**config.mk**
```make
export PLATFORM = sky130hd
export DESIGN_NAME = bist_fault_sequencer
export DESIGN_NICKNAME = d
export VERILOG_FILES = /design/src/rtl/bist_fault_sequencer.sv
export SDC_FILE = /design/constraint.sdc
export NUM_CORES = 1
export LEC_CHECK = 0
export ABC_AREA = 0
export CORE_MARGIN = 2
export CORE_UTILIZATION = 45
export DETAILED_ROUTE_END_ITERATION = 8
export HOLD_SLACK_MARGIN = 0.1
export PLACE_DENSITY = 0.82
export SLEW_MARGIN = 15
export SYNTH_ARGS = -nofsm -noshare
export SYNTH_HDL_FRONTEND = slang
export SYNTH_SLANG_ARGS = --single-unit
export TNS_END_PERCENT = 5
```
**constraint.sdc**
```tcl
create_clock -name clk -period 3.11 [get_ports clk]
set_clock_uncertainty 0.2 [all_clocks]
set_input_delay 0.4665 -clock clk [delete_from_list [all_inputs] [get_ports clk]]
set_output_delay 0.4665 -clock clk [all_outputs]
set_load 0.005 [all_outputs]
```
**src/rtl/bist_fault_sequencer.sv**
```systemverilog
// bist_fault_sequencer
// Runs a stuck-at fault-grading campaign on the BIST datapath: one
// fault-free golden session, then for every site a stuck-at-1 session
// followed by a stuck-at-0 session. Each faulty signature is compared with
// the golden one, and the per-site detection maps and counts are updated.
// All outputs come straight from flops. The output registers are loaded
// from the next state, so they change on the same edge as the state.
module bist_fault_sequencer #(
    parameter int NSITES = 51,
    parameter int SIGW   = 5,
    parameter int NPAT   = 960,
    parameter int RSTCYC = 2,
    parameter int CW     = $clog2(NSITES + 1)
) (
    input  logic              clk,
    input  logic              rst,
    input  logic              start,
    input  logic [SIGW-1:0]   signature,
    output logic              bist_rst,
    output logic              bist_enb,
    output logic [NSITES-1:0] fault_places,
    output logic [NSITES-1:0] fault_control,
    output logic              busy,
    output logic              done,
    output logic [SIGW-1:0]   golden,
    output logic [CW-1:0]     count1,
    output logic [CW-1:0]     count0,
    output logic [NSITES-1:0] det1_map,
    output logic [NSITES-1:0] det0_map
);

    // Site index width. A one-site build still gets a one-bit index.
    localparam int SW = (NSITES > 1) ? $clog2(NSITES) : 1;

    // A single counter times both the reset and the run phases, so it is
    // sized for the longer of the two.
    localparam int CMAX = (NPAT > RSTCYC) ? NPAT : RSTCYC;
    localparam int CNTW = $clog2(CMAX + 1);

    localparam logic [SW-1:0]   LAST_SITE = SW'(NSITES - 1);
    localparam logic [CNTW-1:0] RST_LAST  = CNTW'(RSTCYC - 1);
    localparam logic [CNTW-1:0] RUN_LAST  = CNTW'(NPAT - 1);

    typedef enum logic [2:0] {
        IDLE  = 3'd0,
        GRST  = 3'd1,
        GRUN  = 3'd2,
        S1RST = 3'd3,
        S1RUN = 3'd4,
        S0RST = 3'd5,
        S0RUN = 3'd6,
        DONE  = 3'd7
    } state_t;

    state_t            state_q, state_d;
    logic [CNTW-1:0]   cnt_q, cnt_d;
    logic [SW-1:0]     site_q, site_d;
    logic [SIGW-1:0]   golden_q, golden_d;
    logic [CW-1:0]     count1_q, count1_d;
    logic [CW-1:0]     count0_q, count0_d;
    logic [NSITES-1:0] det1_q, det1_d;
    logic [NSITES-1:0] det0_q, det0_d;
    logic [NSITES-1:0] places_q, places_d;
    logic [NSITES-1:0] control_q, control_d;
    logic              bist_rst_q, bist_rst_d;
    logic              bist_enb_q, bist_enb_d;
    logic              busy_q, busy_d;
    logic              done_q, done_d;

    // One-hot site select for the upcoming site. Site index i drives bit
    // NSITES-1-i, so the walk starts at the MSB and ends at bit 0.
    logic [NSITES-1:0] site_onehot_d;

    logic rst_phase_end;
    logic run_phase_end;
    logic sig_differs;

    assign rst_phase_end = (cnt_q == RST_LAST);
    assign run_phase_end = (cnt_q == RUN_LAST);
    assign sig_differs   = (signature != golden_q);

    genvar gi;
    generate
        for (gi = 0; gi < NSITES; gi = gi + 1) begin : g_onehot
            assign site_onehot_d[gi] = (site_d == SW'(NSITES - 1 - gi));
        end
    endgenerate

    // Next-state logic: phase sequencing, site walk, golden capture and
    // detection bookkeeping.
    always_comb begin
        state_d  = state_q;
        cnt_d    = cnt_q;
        site_d   = site_q;
        golden_d = golden_q;
        count1_d = count1_q;
        count0_d = count0_q;
        det1_d   = det1_q;
        det0_d   = det0_q;

        case (state_q)
            IDLE, DONE: begin
                // A new campaign discards every result of the previous one.
                if (start) begin
                    state_d  = GRST;
                    cnt_d    = '0;
                    site_d   = '0;
                    golden_d = '0;
                    count1_d = '0;
                    count0_d = '0;
                    det1_d   = '0;
                    det0_d   = '0;
                end
            end

            GRST: begin
                if (rst_phase_end) begin
                    state_d = GRUN;
                    cnt_d   = '0;
                end else begin
                    cnt_d = cnt_q + CNTW'(1);
                end
            end

            GRUN: begin
                if (run_phase_end) begin
                    golden_d = signature;
                    state_d  = S1RST;
                    cnt_d    = '0;
                end else begin
                    cnt_d = cnt_q + CNTW'(1);
                end
            end

            S1RST: begin
                if (rst_phase_end) begin
                    state_d = S1RUN;
                    cnt_d   = '0;
                end else begin
                    cnt_d = cnt_q + CNTW'(1);
                end
            end

            S1RUN: begin
                if (run_phase_end) begin
                    // The fault site currently driven is exactly the bit
                    // to mark in the detection map.
                    if (sig_differs) begin
                        det1_d   = det1_q | places_q;
                        count1_d = count1_q + CW'(1);
                    end
                    state_d = S0RST;
                    cnt_d   = '0;
                end else begin
                    cnt_d = cnt_q + CNTW'(1);
                end
            end

            S0RST: begin
                if (rst_phase_end) begin
                    state_d = S0RUN;
                    cnt_d   = '0;
                end else begin
                    cnt_d = cnt_q + CNTW'(1);
                end
            end

            S0RUN: begin
                if (run_phase_end) begin
                    if (sig_differs) begin
                        det0_d   = det0_q | places_q;
                        count0_d = count0_q + CW'(1);
                    end
                    cnt_d = '0;
                    if (site_q == LAST_SITE) begin
                        state_d = DONE;
                    end else begin
                        site_d  = site_q + SW'(1);
                        state_d = S1RST;
                    end
                end else begin
                    cnt_d = cnt_q + CNTW'(1);
                end
            end

            default: begin
                state_d = IDLE;
                cnt_d   = '0;
            end
        endcase
    end

    // Output decode from the next state so the registered outputs line up
    // with the state register.
    always_comb begin
        places_d   = '0;
        control_d  = '0;
        bist_rst_d = 1'b0;
        bist_enb_d = 1'b0;
        busy_d     = 1'b0;
        done_d     = 1'b0;

        case (state_d)
            GRST: begin
                bist_enb_d = 1'b1;
                busy_d     = 1'b1;
            end
            GRUN: begin
                bist_rst_d = 1'b1;
                bist_enb_d = 1'b1;
                busy_d     = 1'b1;
            end
            S1RST: begin
                places_d   = site_onehot_d;
                control_d  = site_onehot_d;
                bist_enb_d = 1'b1;
                busy_d     = 1'b1;
            end
            S1RUN: begin
                places_d   = site_onehot_d;
                control_d  = site_onehot_d;
                bist_rst_d = 1'b1;
                bist_enb_d = 1'b1;
                busy_d     = 1'b1;
            end
            S0RST: begin
                places_d   = site_onehot_d;
                control_d  = ~site_onehot_d;
                bist_enb_d = 1'b1;
                busy_d     = 1'b1;
            end
            S0RUN: begin
                places_d   = site_onehot_d;
                control_d  = ~site_onehot_d;
                bist_rst_d = 1'b1;
                bist_enb_d = 1'b1;
                busy_d     = 1'b1;
            end
            DONE: begin
                done_d = 1'b1;
            end
            default: begin
                places_d = '0;
            end
        endcase
    end

    // State, counters, results and registered outputs. Reset drops any
    // partial campaign.
    always_ff @(posedge clk or negedge rst) begin
        if (!rst) begin
            state_q    <= IDLE;
            cnt_q      <= '0;
            site_q     <= '0;
            golden_q   <= '0;
            count1_q   <= '0;
            count0_q   <= '0;
            det1_q     <= '0;
            det0_q     <= '0;
            places_q   <= '0;
            control_q  <= '0;
            bist_rst_q <= 1'b0;
            bist_enb_q <= 1'b0;
            busy_q     <= 1'b0;
            done_q     <= 1'b0;
        end else begin
            state_q    <= state_d;
            cnt_q      <= cnt_d;
            site_q     <= site_d;
            golden_q   <= golden_d;
            count1_q   <= count1_d;
            count0_q   <= count0_d;
            det1_q     <= det1_d;
            det0_q     <= det0_d;
            places_q   <= places_d;
            control_q  <= control_d;
            bist_rst_q <= bist_rst_d;
            bist_enb_q <= bist_enb_d;
            busy_q     <= busy_d;
            done_q     <= done_d;
        end
    end

    assign bist_rst      = bist_rst_q;
    assign bist_enb      = bist_enb_q;
    assign fault_places  = places_q;
    assign fault_control = control_q;
    assign busy          = busy_q;
    assign done          = done_q;
    assign golden        = golden_q;
    assign count1        = count1_q;
    assign count0        = count0_q;
    assign det1_map      = det1_q;
    assign det0_map      = det0_q;

endmodule

```
==> flow_summary.yaml <==
yosys:
  synth_compound_area_share_pct: 12.5
  synthSimpleGateAreaFrac_pct: 14.9
  synth_top_family_by_area: "simple AND/OR/NAND/NOR gates"
  async_flop_share_pct: 100
  syn-cell-area_um2: 9900
  synth-main-ff-cell: "dfrtp_1"
  ys_seq_area_share_pct: 61.4
  synth.largest_area_cell: "dfrtp_1"
  synth.top_cell.area_share_pct: 61.4
  synth_fa_ha_area_share_pct: 0.759
  synth_area_leaders: "dfrtp_1, mux2i_1, a22o_1"
  yosys-top-cells-count: "dfrtp_1, nor2_1, nor3_1, a21oi_1"
  syn_inst: 866
  ys_ff_latch: 243
  synth_edf_count: 0
  yosys_warnings: 0
  yosys.cell_types.count: 60
  muxShareOfSynthArea_pct: 5.59
  synth_xor_area_share_pct: 0.974
  synth.most_common_cell: "dfrtp_1"
  syn-num-nets: 880
  syn_avg_cell_area_um2: 11.4
timing:
  worst_pin_slew_ns: 0.736
  hold_violations: 0
  finalSetupViolCount: 0
  timing.fmax_mhz: 334
  fin_tns_setup_ns: 0
  rsz0062_at_grt: "no"
  slew_headroom_pct: 50.8
  post-route-min-period_ns: 3.00
  period_share_pct: 96.3
  drv_slew: 0
setup_path:
  critical_path.endpoint_type: "register"
  critPathSlowestCell: "dfrtp_1"
  r2r-end: "fault_control[27]"
  path_class: "reg2reg"
  timing.rr.start: "cnt_q[1]"
  startpoint: "cnt_q[1]"
  reg2regPathDepth: 10
  worst_path_most_repeated_cell: "a221o_1"
  crit_path_max_incr_delay_ns: 0.41
  required_ns: 3.33
  path_max_fanout: 51
  crit_path_start_kind: "register"
  r2r_slack_ns: 0.11
  crit_chain: "ha_2, nand3_2, nor3_1, buf_4, a221o_1, a221o_1, or2_2, mux2_2, buf_12, mux2i_1"
  worstPathArrival_ns: 3.22
  crit_path_end: "fault_control[27]"
clock_network:
  insertion_delay_ns: 0.52
  clk_pin_slew_worst_paths_ns: 0.06
  clk_path_buf_depth: 3
  cts_tree: "built"
  cts_inserted_buffers: 26
  root_buffer: "clkbuf_16"
  cts.sinks: 243
  cts_setup_buffers: 0
  h-tree-depth: 1
cells_and_area:
  finish.utilization_pct: 64.4
  drive_above_1_share_pct: 14.2
  fill_cells: 1566
  final_nets: 1139
  diodes: 0
  areaGrowthSynthToFinish_pct: 41.1
floorplanning:
  start_util_pct: 45.6
  die_x_um: 152
  fp-row-count: 54
  fp.dieH_um: 152
  coreArea_um2: 21700
  die-area_um2: 23200
  io_pins: 233
routing:
  ant_nets: 0
  wire_per_inst_um: 20.1
  vias: 7959
  drt_iter0_markers: 524
  vias_per_cell: 5.59
  dr.pass1.iters: 5
  drt-total-wl_um: 28600
  route.detailed.drc: 0
job:
  drv_cap: 0
place:
  gp_congestion: 0.891
  hpwl_um: 19600
  io_buffers: 232
outcome:
  status: "complete, no violations"
power:
  power_density_nw_per_um2: 466
  leakagePower_nw: 5.88
  finalPower_mw: 6.51
  vdd_drop_max_uv: 351
global_route:
  grt_usage_pct: 24.5
  antenna_found_initial: 0
  grt_pass1_vias: 7934
  grt_first_pass_wirelength_um: 46100
  grt_max_degree: 82
  grt-ovfl-total: 0
worst_hold_path:
  hp-class: "reg2reg"
## placed cells by master (no fill, tap or decap), types with 7 or more instances in the layout
cell type,n
inv_1,15
a21oi_1,60
dfrtp_1,242
xor2_1,8
nor3_1,65
o21ai_0,30
clkbuf_16,27
or2_2,7
mux2i_1,53
nor4_1,16
nand3_1,13
a22o_1,53
buf_12,10
nand2_1,25
nand4_1,11
buf_4,61
nor2_1,94
clkdlybuf4s50_1,231
## per-stage QoR
stage               hold WS (ns)  setup WS (ns)  cell area [um^2]  cells
floorplan                -0.0291          0.199              9900    866
global placement           0.276         -0.219             13000   1376
detailed placement         0.282         -0.305             13000   1376
CTS                        0.297        0.00851             13900   1425
global route               0.316        0.00810             14000   1425
finish                     0.295          0.114             14000   1425
## worst min-delay path by stage
stage	cells after the start	slack (ns)	startpoint	endpoint
finish	2	0.29	det0_map[8]	det0_map[8]
global route	1	0.32	det1_map[19]	det1_map[19]
CTS	2	0.30	det0_map[8]	det0_map[8]
detailed placement	2	0.28	det0_map[8]	det0_map[8]
global placement	2	0.28	det0_map[47]	det0_map[47]
floorplan	0	-0.03	rst	bist_rst
## sequential cells by signal, indices dropped and copies added, names as in the netlist
name	cells
det0_map	51
det1_map	51
fault_control	51
fault_places	51
cnt_q	10
count0	6
count1	6
site_q	6
golden	5
state_q	3
bist_rst	1
busy	1
done	1
## final cells by class
type / count / area (um^2) / share of cell area, %
clock buffer: 35 / 736 / 5.27
multi-input combinational: 535 / 3570 / 25.6
clock inverter: 13 / 170 / 1.22
sequential: 243 / 6080 / 43.6
inverter: 15 / 56.3 / 0.403
timing repair buffer: 304 / 3000 / 21.5
tap: 280 / 350 / 2.51
## power breakdown
part           switching, mW  leakage [nW]  internal [mW]
logic                 0.0749          2.40         0.0328
clock network           1.30         0.426           1.93
registers            0.00576          3.05           3.17
## critical path: cells and delay by family (launching register included)
family          cells  cell delay [ns]
compound gates      2             0.68
simple gates        3             0.54
mux                 2             0.49
flops               1             0.41
buf+inv             2             0.36
fa+ha+maj           1             0.21
## logic make-up after synthesis
family                     after synthesis
and+or+nand+nor                        284
AOI/OAI and AO/OA                      179
adders and majority gates                6
xor gates and xnor gates                11
buffers and inverters                   88
DFF                                    243
muxes                                   55
## metal layers
metal	routed length, um	GRT usage [%]	part of all wire (%)
met2	14000	40.5	49
met3	1700	4.69	6.0
met5	0	0	0
met1	12300	33.9	43
met4	618	5.92	2.2
## repair_timing
| action | 4_1_cts | 5_1_grt |
|---|---|---|
| hold buffers | 1 | 0 |
| resized for setup | 2 | 9 |
| hold endpoints to repair | 77 | 0 |
| endpoints found under the setup margin | 5 | 71 |
| pin swaps | 0 | 0 |
No activity file was read; power rests on OpenSTA's default activity.
